### config.mk
export PLATFORM = sky130hd
export DESIGN_NAME = usbf_wb_arbiter
export DESIGN_NICKNAME = d
export VERILOG_FILES = /design/src/rtl/usbf_wb_arbiter.sv
export SDC_FILE = /design/constraint.sdc
export NUM_CORES = 1
export LEC_CHECK = 0
export CAP_MARGIN = 20
export CORE_AREA = 2 2 103 105
export DETAILED_ROUTE_END_ITERATION = 16
export DIE_AREA = 0 0 105 107
export GPL_ROUTABILITY_DRIVEN = 0
export GPL_TIMING_DRIVEN = 1
export HOLD_SLACK_MARGIN = 0.1
export PLACE_DENSITY = 0.74
export RECOVER_POWER = 100
export SYNTH_ARGS = -nofsm -noshare
export SYNTH_HDL_FRONTEND = slang
export SYNTH_SLANG_ARGS = --single-unit
### constraint.sdc
create_clock -name clk_i -period 2.11 [get_ports clk_i]
set_input_delay 0.211 -clock clk_i [delete_from_list [all_inputs] [get_ports clk_i]]
set_output_delay 0.211 -clock clk_i [all_outputs]
set_load 0.05 [all_outputs]
### src/rtl/usbf_wb_arbiter.sv
// Round-robin two-master Wishbone arbiter in front of the USB function core slave port.
// A stall watchdog terminates accesses the core never acknowledges.
module usbf_wb_arbiter #(
  parameter int unsigned ADDR_W  = 18,
  parameter int unsigned TIMEOUT = 255
) (
  input  logic              clk_i,
  input  logic              nrst_i,
  // master 0
  input  logic [ADDR_W-1:0] m0_addr_i,
  input  logic [31:0]       m0_data_i,
  input  logic              m0_we_i,
  input  logic              m0_stb_i,
  input  logic              m0_cyc_i,
  output logic [31:0]       m0_data_o,
  output logic              m0_ack_o,
  output logic              m0_err_o,
  // master 1
  input  logic [ADDR_W-1:0] m1_addr_i,
  input  logic [31:0]       m1_data_i,
  input  logic              m1_we_i,
  input  logic              m1_stb_i,
  input  logic              m1_cyc_i,
  output logic [31:0]       m1_data_o,
  output logic              m1_ack_o,
  output logic              m1_err_o,
  // slave
  output logic [ADDR_W-1:0] s_addr_o,
  output logic [31:0]       s_data_o,
  output logic              s_we_o,
  output logic              s_stb_o,
  output logic              s_cyc_o,
  input  logic [31:0]       s_data_i,
  input  logic              s_ack_i,
  output logic [1:0]        gnt_o
);

  localparam int unsigned CNT_W = $clog2(TIMEOUT + 1);

  typedef enum logic [2:0] {
    IDLE  = 3'd0,
    GNT0  = 3'd1,
    GNT1  = 3'd2,
    TERM0 = 3'd3,
    TERM1 = 3'd4
  } state_e;

  state_e           state_q, state_d;
  logic             last_q, last_d;
  logic [CNT_W-1:0] cnt_q, cnt_d;
  logic             err0_q, err0_d;
  logic             err1_q, err1_d;
  logic             stall;
  logic             wd_hit;

  // Slave-side mux and ack routing from the current owner.
  always_comb begin
    s_addr_o = '0;
    s_data_o = '0;
    s_we_o   = 1'b0;
    s_stb_o  = 1'b0;
    s_cyc_o  = 1'b0;
    m0_ack_o = 1'b0;
    m1_ack_o = 1'b0;
    case (state_q)
      GNT0: begin
        s_addr_o = m0_addr_i;
        s_data_o = m0_data_i;
        s_we_o   = m0_we_i;
        s_stb_o  = m0_stb_i;
        s_cyc_o  = m0_cyc_i;
        m0_ack_o = s_ack_i;
      end
      GNT1: begin
        s_addr_o = m1_addr_i;
        s_data_o = m1_data_i;
        s_we_o   = m1_we_i;
        s_stb_o  = m1_stb_i;
        s_cyc_o  = m1_cyc_i;
        m1_ack_o = s_ack_i;
      end
      default: ;
    endcase
  end

  assign m0_data_o = s_data_i;
  assign m1_data_o = s_data_i;
  assign m0_err_o  = err0_q;
  assign m1_err_o  = err1_q;
  assign gnt_o     = {(state_q == GNT1) || (state_q == TERM1),
                      (state_q == GNT0) || (state_q == TERM0)};

  assign stall  = s_stb_o & ~s_ack_i;
  assign wd_hit = stall && (cnt_q == CNT_W'(TIMEOUT - 1));

  // Next state, grant history, watchdog count and error pulses.
  always_comb begin
    state_d = state_q;
    last_d  = last_q;
    cnt_d   = '0;
    err0_d  = 1'b0;
    err1_d  = 1'b0;

    case (state_q)
      IDLE: begin
        if (m0_cyc_i && m1_cyc_i) state_d = last_q ? GNT0 : GNT1;
        else if (m0_cyc_i)        state_d = GNT0;
        else if (m1_cyc_i)        state_d = GNT1;
      end
      GNT0: begin
        if (!m0_cyc_i)   state_d = m1_cyc_i ? GNT1 : IDLE;
        else if (wd_hit) state_d = TERM0;
      end
      GNT1: begin
        if (!m1_cyc_i)   state_d = m0_cyc_i ? GNT0 : IDLE;
        else if (wd_hit) state_d = TERM1;
      end
      TERM0: if (!m0_cyc_i) state_d = m1_cyc_i ? GNT1 : IDLE;
      TERM1: if (!m1_cyc_i) state_d = m0_cyc_i ? GNT0 : IDLE;
      default: state_d = IDLE;
    endcase

    if (state_d == GNT0 && state_q != GNT0) last_d = 1'b0;
    if (state_d == GNT1 && state_q != GNT1) last_d = 1'b1;

    // Count only consecutive stalls within one ownership period.
    if (state_d == state_q && stall) cnt_d = cnt_q + CNT_W'(1);

    err0_d = (state_d == TERM0) && (state_q != TERM0);
    err1_d = (state_d == TERM1) && (state_q != TERM1);
  end

  always_ff @(posedge clk_i or negedge nrst_i) begin
    if (!nrst_i) begin
      state_q <= IDLE;
      last_q  <= 1'b1;
      cnt_q   <= '0;
      err0_q  <= 1'b0;
      err1_q  <= 1'b0;
    end else begin
      state_q <= state_d;
      last_q  <= last_d;
      cnt_q   <= cnt_d;
      err0_q  <= err0_d;
      err1_q  <= err1_d;
    end
  end

endmodule

After elaboration in Yosys (flattened, before gate mapping) --
Index checks and enable logic that the tools add are counted.
Cells by class: reduce and logical (&&, ||, !) cells 11, equality and inequality tests 14, muxes and demuxes 23, add/sub/neg operators 1, bitwise operators 2
Operators with widths (count):
- one-hot mux 32 bit (2 select lines) | 1
- one-hot mux 18 bit (2 select lines) | 1
- two-way mux 3 bit | 9
- one-hot mux 3 bit (5 select lines) | 1
- == test 3 x 2 -> 1 bit, second input constant | 4
- adder 8 x 1 -> 8 bit, second input constant | 1
- == test 8 bit, second input constant | 1
- two-way mux 8 bit | 1
- logical AND 1 bit | 7
- == test 3 x 1 -> 1 bit, second input constant | 2
- == test 3 bit, second input constant | 2
- inequality test 3 x 2 -> 1 bit, second input constant | 2
- one-hot mux 1 bit (2 select lines) | 3
- two-way mux 1 bit | 5
- two-way mux 2 bit | 2
- == test 3 bit | 1
- logical NOT 3 bit | 1
- inequality test 3 x 1 -> 1 bit, second input constant | 1
- inequality test 3 bit, second input constant | 1
- logical OR 1 bit | 2
- nonzero test 2 bit | 1
- bitwise AND 1 bit | 1
- inverter 1 bit | 1
Storage, ports and cells: register bits 14, output and inout bits 123

Longest topological paths before layout --
Gate-level depths: netlist of the first run.
depth in word-level cells 11, gate-level depth with buffers 8, depth with buffers taken out 7

Worst setup path before layout of the first run --
No wires, ideal clock.
path type register to output, from register state_q[2], to output s_addr_o[10], stages on the path, launching flop included 6, setup slack 181 ps, data arrival time 1718 ps, cell sequence dfrtp_1 buf_4 nand2b_1 nor2_1 clkbuf_1 a22o_1
On the way: word-level cells in the longest chain between the ends 2, elaborated cells between the ends (all ways) 3, those cells by class 2 x eq/ne; 1 x mux
Ends and longest elaborated chain:
- start: declaration | RTL line 48 | state_e state_q, state_d;
- start signal: assignment | RTL line 141 | state_q <= state_d;
- == test 3 x 2 -> 1 bit / == test 3 x 1 -> 1 bit (equally long branches) | RTL line 65 | case (state_q)
- one-hot mux 18 bit (2 select lines) (*) | RTL line 65
- end: declaration | RTL line 28 | output logic [ADDR_W-1:0] s_addr_o,
Mark *: on every way between the ends. The rest lies on a longest branch, timed or not.

Final worst setup path of the first run --
from register state_q[2], to output s_addr_o[0]
The elaborated chain is that of the path after synthesis.

==> impl_metrics.ini, run 1 <==
[floorplan]
io_pins = 264
die_h_um = 107
coreArea_um2 = 10100
die_area_um2 = 11200
start_util_pct = 19.3
num_rows = 37
die_w_um = 105

[timing]
fmax_ghz = 0.494
setup_viol = 0
maxSlewViolCount = 0
relSlewSlack_pct = 57.3
finalSetupTns_ns = 0
finalCritPeriodShare_pct = 96.0
hold_violations = 0
worst-slew-pin-transition_ns = 0.638
worst_hold_slack_ns = 0.422
period_needed_ns = 2.02
grt_setup_unrepaired = no
fin_skew_ns = 0.00765

[synth]
synth_cell_type_count = 40
synth_area_um2 = 1950
synth_nets = 381
ys_warn_count = 0
synthCells = 238
syn_area_per_cell_um2 = 8.20
synth-seq-cells = 14
ys_seq_area_share_pct = 18.0

[placement]
dpl-instance-area_um2 = 3860
post-dp-hpwl_um = 7160
port_buffers = 167

[run]
drv_cap = 0

[route]
route.vias.total = 2144
post_drt_wl_per_cell_um = 18.2
drc = 0
drtIter0Drc = 149
firstDrtPassIters = 4
viasPerCell = 4.56
wl_um = 8570
ant_nets = 0

[global_route]
grt_max_degree = 55
grt_antenna_before_repair = 0
gr-total-overflow = 0
track_usage_pct = 14.1
grt_pass1_wl_um = 12500
grt_pass1_vias = 2202

[clock_network]
cts_sinks = 14
cts_buffers = 3
ctsRootBufferMaster = clkbuf_8
ctsHoldBuffers = 0
cts.clk_slew.worst_paths_ns = 0.06
clk_latency_ns = 0.25
htreeDepth = 1
clockBufferDepth = 2
cts_setup_buffers = 0
tritoncts = yes

[setup_path]
crit_path_start_kind = flip-flop
crit_chain = nand2b_1 -> nor2_4 -> buf_12 -> a22o_1 -> buf_12
slowest_delay_ns = 0.50
cp_max_fo = 45
arrival_ns = 1.81
worst_r2r_startpoint = state_q[1]
path_buf_inv = 2
worst_path_dominant_cell_family = flip-flops
cp_data_required_time_ns = 1.90
worstSetupPathType = flip-flop to output port
cp-end-kind = output port
cp-startpoint = state_q[2]
cp_common_cell = buf_12
slowest_stage = dfrtp_2

[power]
powerDensity_nw_per_um2 = 995
irDropWorstVdd_uv = 432
leakage_uw = 0.00142

[final_layout]
layout_commonest_cell = clkdlybuf4s50_1
layout_common_cells = clkdlybuf4s50_1 (107), a22o_1 (52), clkbuf_4 (30), buf_12 (19)
nFillCells = 1057
n_antenna_cell = 0
drive_gt1_share_pct = 22.8
register_area_um2 = 354
fin_area_um2 = 3420
multiInputGateArea_um2 = 1030
nNetsFinal = 478
areaGrowthSynthToFinish_pct = 75.1

[min_path]
hp-class = primary input to asynchronous set/reset pin

[status]
status = completed
-- final cells by class --
type / count / area share, %
clock buffers: 4 / 1.61
well taps: 136 / 4.98
inverters: 4 / 0.439
repair buffers: 172 / 52.5
flip-flops and latches: 14 / 10.4
multi-input cells: 140 / 30.1
-- cell usage after synthesis --
cell type / n / share of area, %
nor2b_1: 1 / 0.32
xnor2_1: 3 / 1.3
clkbuf_2: 1 / 0.26
nand4_1: 2 / 0.64
nand2b_1: 6 / 1.9
a211oi_4: 1 / 1.0
buf_2: 4 / 1.0
o21ai_2: 1 / 0.45
clkbuf_1: 7 / 1.3
nand3b_4: 1 / 1.0
nand3_1: 5 / 1.3
nor3b_2: 1 / 0.64
a21o_1: 1 / 0.38
o32ai_1: 1 / 0.45
and2b_1: 1 / 0.38
o21ai_0: 2 / 0.51
nor3_1: 2 / 0.51
dfstp_2: 1 / 1.3
nand4bb_1: 1 / 0.58
nand2_1: 14 / 2.7
a22oi_1: 1 / 0.38
buf_4: 66 / 25
o22ai_1: 1 / 0.32
buf_6: 2 / 1.2
nor2_1: 13 / 2.5
a21boi_0: 1 / 0.38
dfrtp_1: 13 / 17
nor4b_4: 1 / 1.2
nand3b_1: 1 / 0.38
o2bb2ai_1: 1 / 0.45
a22o_1: 52 / 23
a22o_2: 1 / 0.51
a21oi_1: 14 / 3.6
or2_1: 1 / 0.32
inv_1: 4 / 0.77
ha_1: 2 / 1.3
nor4b_1: 1 / 0.45
and2_1: 3 / 0.96
or3b_2: 1 / 0.45
xor2_1: 3 / 1.3
-- per-stage QoR --
stage	util, %	instances	total power [uW]	worst slack [ns]
CTS	38.8	470	4060	0.0171
global placement	38.2	466	3760	0.194
detailed placement	38.2	466	3770	0.0932
floorplan	-	238	2380	0.181
global route	33.9	470	3520	0.00826
finish	33.9	470	3400	0.0854
-- power breakdown --
part	switching [uW]	leakage (uW)	internal, uW
Sequential	60.9	0.000185	303
Combinational	1700	0.00121	1070
Clock	100	0.0000288	165
Total	1860	0.00142	1540
-- sequential cells by signal, summed over array words and instances, names as in the netlist --
register / flops
state_q: 3
last_q: 1
m0_err_o: 1
m1_err_o: 1
cnt_q: 8
-- routing by layer --
metal  routed length [um]  track usage (%)
met4                  128             3.33
met5                    0                0
met3                  899             5.59
met1                 3210             16.1
met2                 4330             24.9
-- path summary, 6_finish.rpt --
path / endpoint / slack, ns / cells past startpoint
min in group clk_i: m1_data_o[25] / 0.42 / 0
max: s_addr_o[0] / 0.09 / 5
max in group asynchronous: state_q[2] / 1.24 / 1
max reg2reg: cnt_q[5] / 0.17 / 5
min reg2reg: cnt_q[7] / 0.58 / 3
min: cnt_q[6] / 0.42 / 1
-- logic make-up after synthesis --
logic type / share of synthesized area (%)
adders and majority gates: 1.28
xor gates and xnor gates: 2.69
and+or+nand+nor: 16.3
buffers and inverters: 29.9
AOI/OAI and AO/OA: 31.8
DFF: 18.0
-- what timing repair did --
action,CTS,global route
endpoints found under the hold margin,0,0
endpoints found under the setup margin,45,45
cloned,0,0
resized for setup,1,1
Note: power is estimated with default switching activity, not from simulation.
==> inputs of run 2 (changes only) <==
--- a/config.mk
+++ b/config.mk
@@ -7,6 +7,7 @@
 export LEC_CHECK = 0
 export CAP_MARGIN = 20
 export CORE_AREA = 2 2 103 105
+export CTS_CLUSTER_DIAMETER = 40
 export DETAILED_ROUTE_END_ITERATION = 16
 export DIE_AREA = 0 0 105 107
 export GPL_ROUTABILITY_DRIVEN = 0
==> results of run 2 <==
Same layout as run 1: the final DEF is identical, and so are final timing and power.
==> inputs of run 3 (changes only) <==
--- a/config.mk
+++ b/config.mk
@@ -6,14 +6,15 @@
 export NUM_CORES = 1
 export LEC_CHECK = 0
 export CAP_MARGIN = 20
-export CORE_AREA = 2 2 103 105
+export CORE_AREA = 2 2 101 103
+export CTS_BUF_LIST = sky130_fd_sc_hd__clkbuf_2 sky130_fd_sc_hd__clkbuf_4 sky130_fd_sc_hd__clkbuf_8
 export CTS_CLUSTER_DIAMETER = 40
 export DETAILED_ROUTE_END_ITERATION = 16
-export DIE_AREA = 0 0 105 107
+export DIE_AREA = 0 0 103 105
 export GPL_ROUTABILITY_DRIVEN = 0
 export GPL_TIMING_DRIVEN = 1
 export HOLD_SLACK_MARGIN = 0.1
-export PLACE_DENSITY = 0.74
+export PLACE_DENSITY = 0.76
 export RECOVER_POWER = 100
 export SYNTH_ARGS = -nofsm -noshare
 export SYNTH_HDL_FRONTEND = slang
==> run 3 against run 2 <==
Count of clock-buffer cells in the layout is the same. Clock power is essentially flat. Worst setup slack better by 0.017 ns. Clock skew decreased by 0.0029 ns. Design area shrank 2.6%. Combinational power fell by 3%. Maximum frequency rose by 0.84%. Largest cell class unchanged. Largest power group unchanged.
==> impl_metrics.ini, run 3 (synthesis gave the netlist of run 1 again) <==
[power]
power.net_switching_uw = 1860
irDropWorstVdd_uv = 319
p_clk_share_pct = 8.0
internal_power_uw = 1450
leakage_uw = 0.00141
swShare_pct = 56.2
powerDensity_nw_per_um2 = 993
pwr-share-seq_pct = 10.8
pwr-share-comb_pct = 81.2

[final_layout]
regMostFlops = cnt_q
largestRegisters = cnt_q: 8 flops, state_q: 3 flops
drive_gt1_share_pct = 23.3
instances_no_fill = 469
nNetsFinal = 479
layout_commonest_cell = clkdlybuf4s50_1
areaGrowthSynthToFinish_pct = 70.5
largest_reg_flops = 8
layout_common_cells = clkdlybuf4s50_1 (107), a22o_1 (52), clkbuf_4 (33), a21oi_1 (14), nand2_1 (14)

[route]
post_drt_wl_per_cell_um = 19.7
drtIter0Drc = 118
ant_nets = 0
firstDrtPassIters = 4
drc = 0
route.vias.total = 2200
viasPerCell = 4.69
wl_um = 9250

[clock_network]
ctsRootBufferMaster = clkbuf_8
cts_resized = 1
tritoncts = yes
cts_setup_buffers = 0
clk_latency_ns = 0.25
cts_sinks = 14
cts.clk_slew.worst_paths_ns = 0.06
htreeDepth = 1
clockBufferDepth = 2
cts_buffers = 3
ctsHoldBuffers = 0

[global_route]
grt_pass1_wl_um = 12800
grt_antenna_before_repair = 1
track_usage_pct = 15.8
gr-total-overflow = 0
grt_pass1_vias = 2202
grt_max_degree = 55

[timing]
maxSlewViolCount = 0
grt_setup_unrepaired = no
setup_viol = 0
fmax_ghz = 0.498
worst-slew-pin-transition_ns = 0.630
hold_violations = 0
finalSetupTns_ns = 0
period_needed_ns = 2.01
relSlewSlack_pct = 57.8
finalCritPeriodShare_pct = 95.2
fin_skew_ns = 0.00476

[setup_path]
r2r_cells = 5
crit_path_start_kind = flip-flop
r2r_setup_slack_ns = 0.24
r2r_end = cnt_q[4]
worstSetupPathType = flip-flop to output port
cp_max_fo = 54
cp-end-kind = output port
cp_data_required_time_ns = 1.90
arrival_ns = 1.80
worst_r2r_startpoint = state_q[1]

[placement]
dp_cells = 464
post-dp-hpwl_um = 7670
port_buffers = 167

[floorplan]
die_h_um = 105
coreArea_um2 = 9640
num_rows = 36
die_area_um2 = 10800
io_pins = 264
start_util_pct = 20.2
die_w_um = 103

[status]
status = completed

[min_path]
hp-class = primary input to asynchronous set/reset pin

[run]
drv_cap = 0
-- run 3: final cells by class --
class | instances | area (um2)
multi-input cells | 140 | 1030
fillers | 1026 | 6310
diodes | 1 | 2.50
inverters | 4 | 15.0
flip-flops and latches | 14 | 355
repair buffers | 173 | 1710
clock buffers | 4 | 55.1
well taps | 133 | 166
-- run 3: critical path: stages, from the launching register on --
cell	delay (ns)
dfrtp_2	0.48
nor3b_2	0.29
buf_12	0.29
a22o_1	0.21
clkbuf_4	0.24
-- run 3: worst max-delay path by stage --
stage                from           end  slack (ns)  cells after the start
2_1_floorplan  state_q[2]  s_addr_o[10]        0.18                      5
3_3_place_gp     m0_stb_i      cnt_q[5]        0.23                      6
3_5_place_dp     m0_stb_i      cnt_q[2]        0.13                      6
4_1_cts        state_q[1]   s_addr_o[8]        0.05                      5
5_1_grt        state_q[2]   s_addr_o[7]        0.02                      5
6_report       state_q[1]   s_addr_o[7]        0.10                      4
-- run 3: metrics by stage --
stage | utilization [%] | cell area (um2) | worst slack [ns] | hold slack (ns) | power, uW
2_1_floorplan | - | 1950 | 0.181 | -0.0846 | 2380
3_3_place_gp | 40.1 | 3860 | 0.234 | 0.422 | 3780
3_5_place_dp | 40.1 | 3860 | 0.132 | 0.422 | 3820
4_1_cts | 40.7 | 3920 | 0.0471 | 0.385 | 4100
5_1_grt | 34.5 | 3330 | 0.0165 | 0.422 | 3450
6_report | 34.5 | 3330 | 0.102 | 0.421 | 3300
-- run 3: power by group through the flow --
stage          registers [uW]  logic [uW]  clock network (uW)
2_1_floorplan             349        2040                   0
6_report                  358        2680                 264
5_1_grt                   367        2790                 285
4_1_cts                   357        3480                 267
3_3_place_gp              358        3420                   0
3_5_place_dp              360        3450                   0
-- run 3: per-layer routing --
metal | up-vias | GRT usage (%) | share of wire (%)
li1 | 988 | - | -
met3 | 11 | 8.70 | 16
met2 | 172 | 25.6 | 46
met4 | 0 | 3.01 | 1.0
met1 | 1029 | 18.4 | 38
met5 | - | 0 | 0
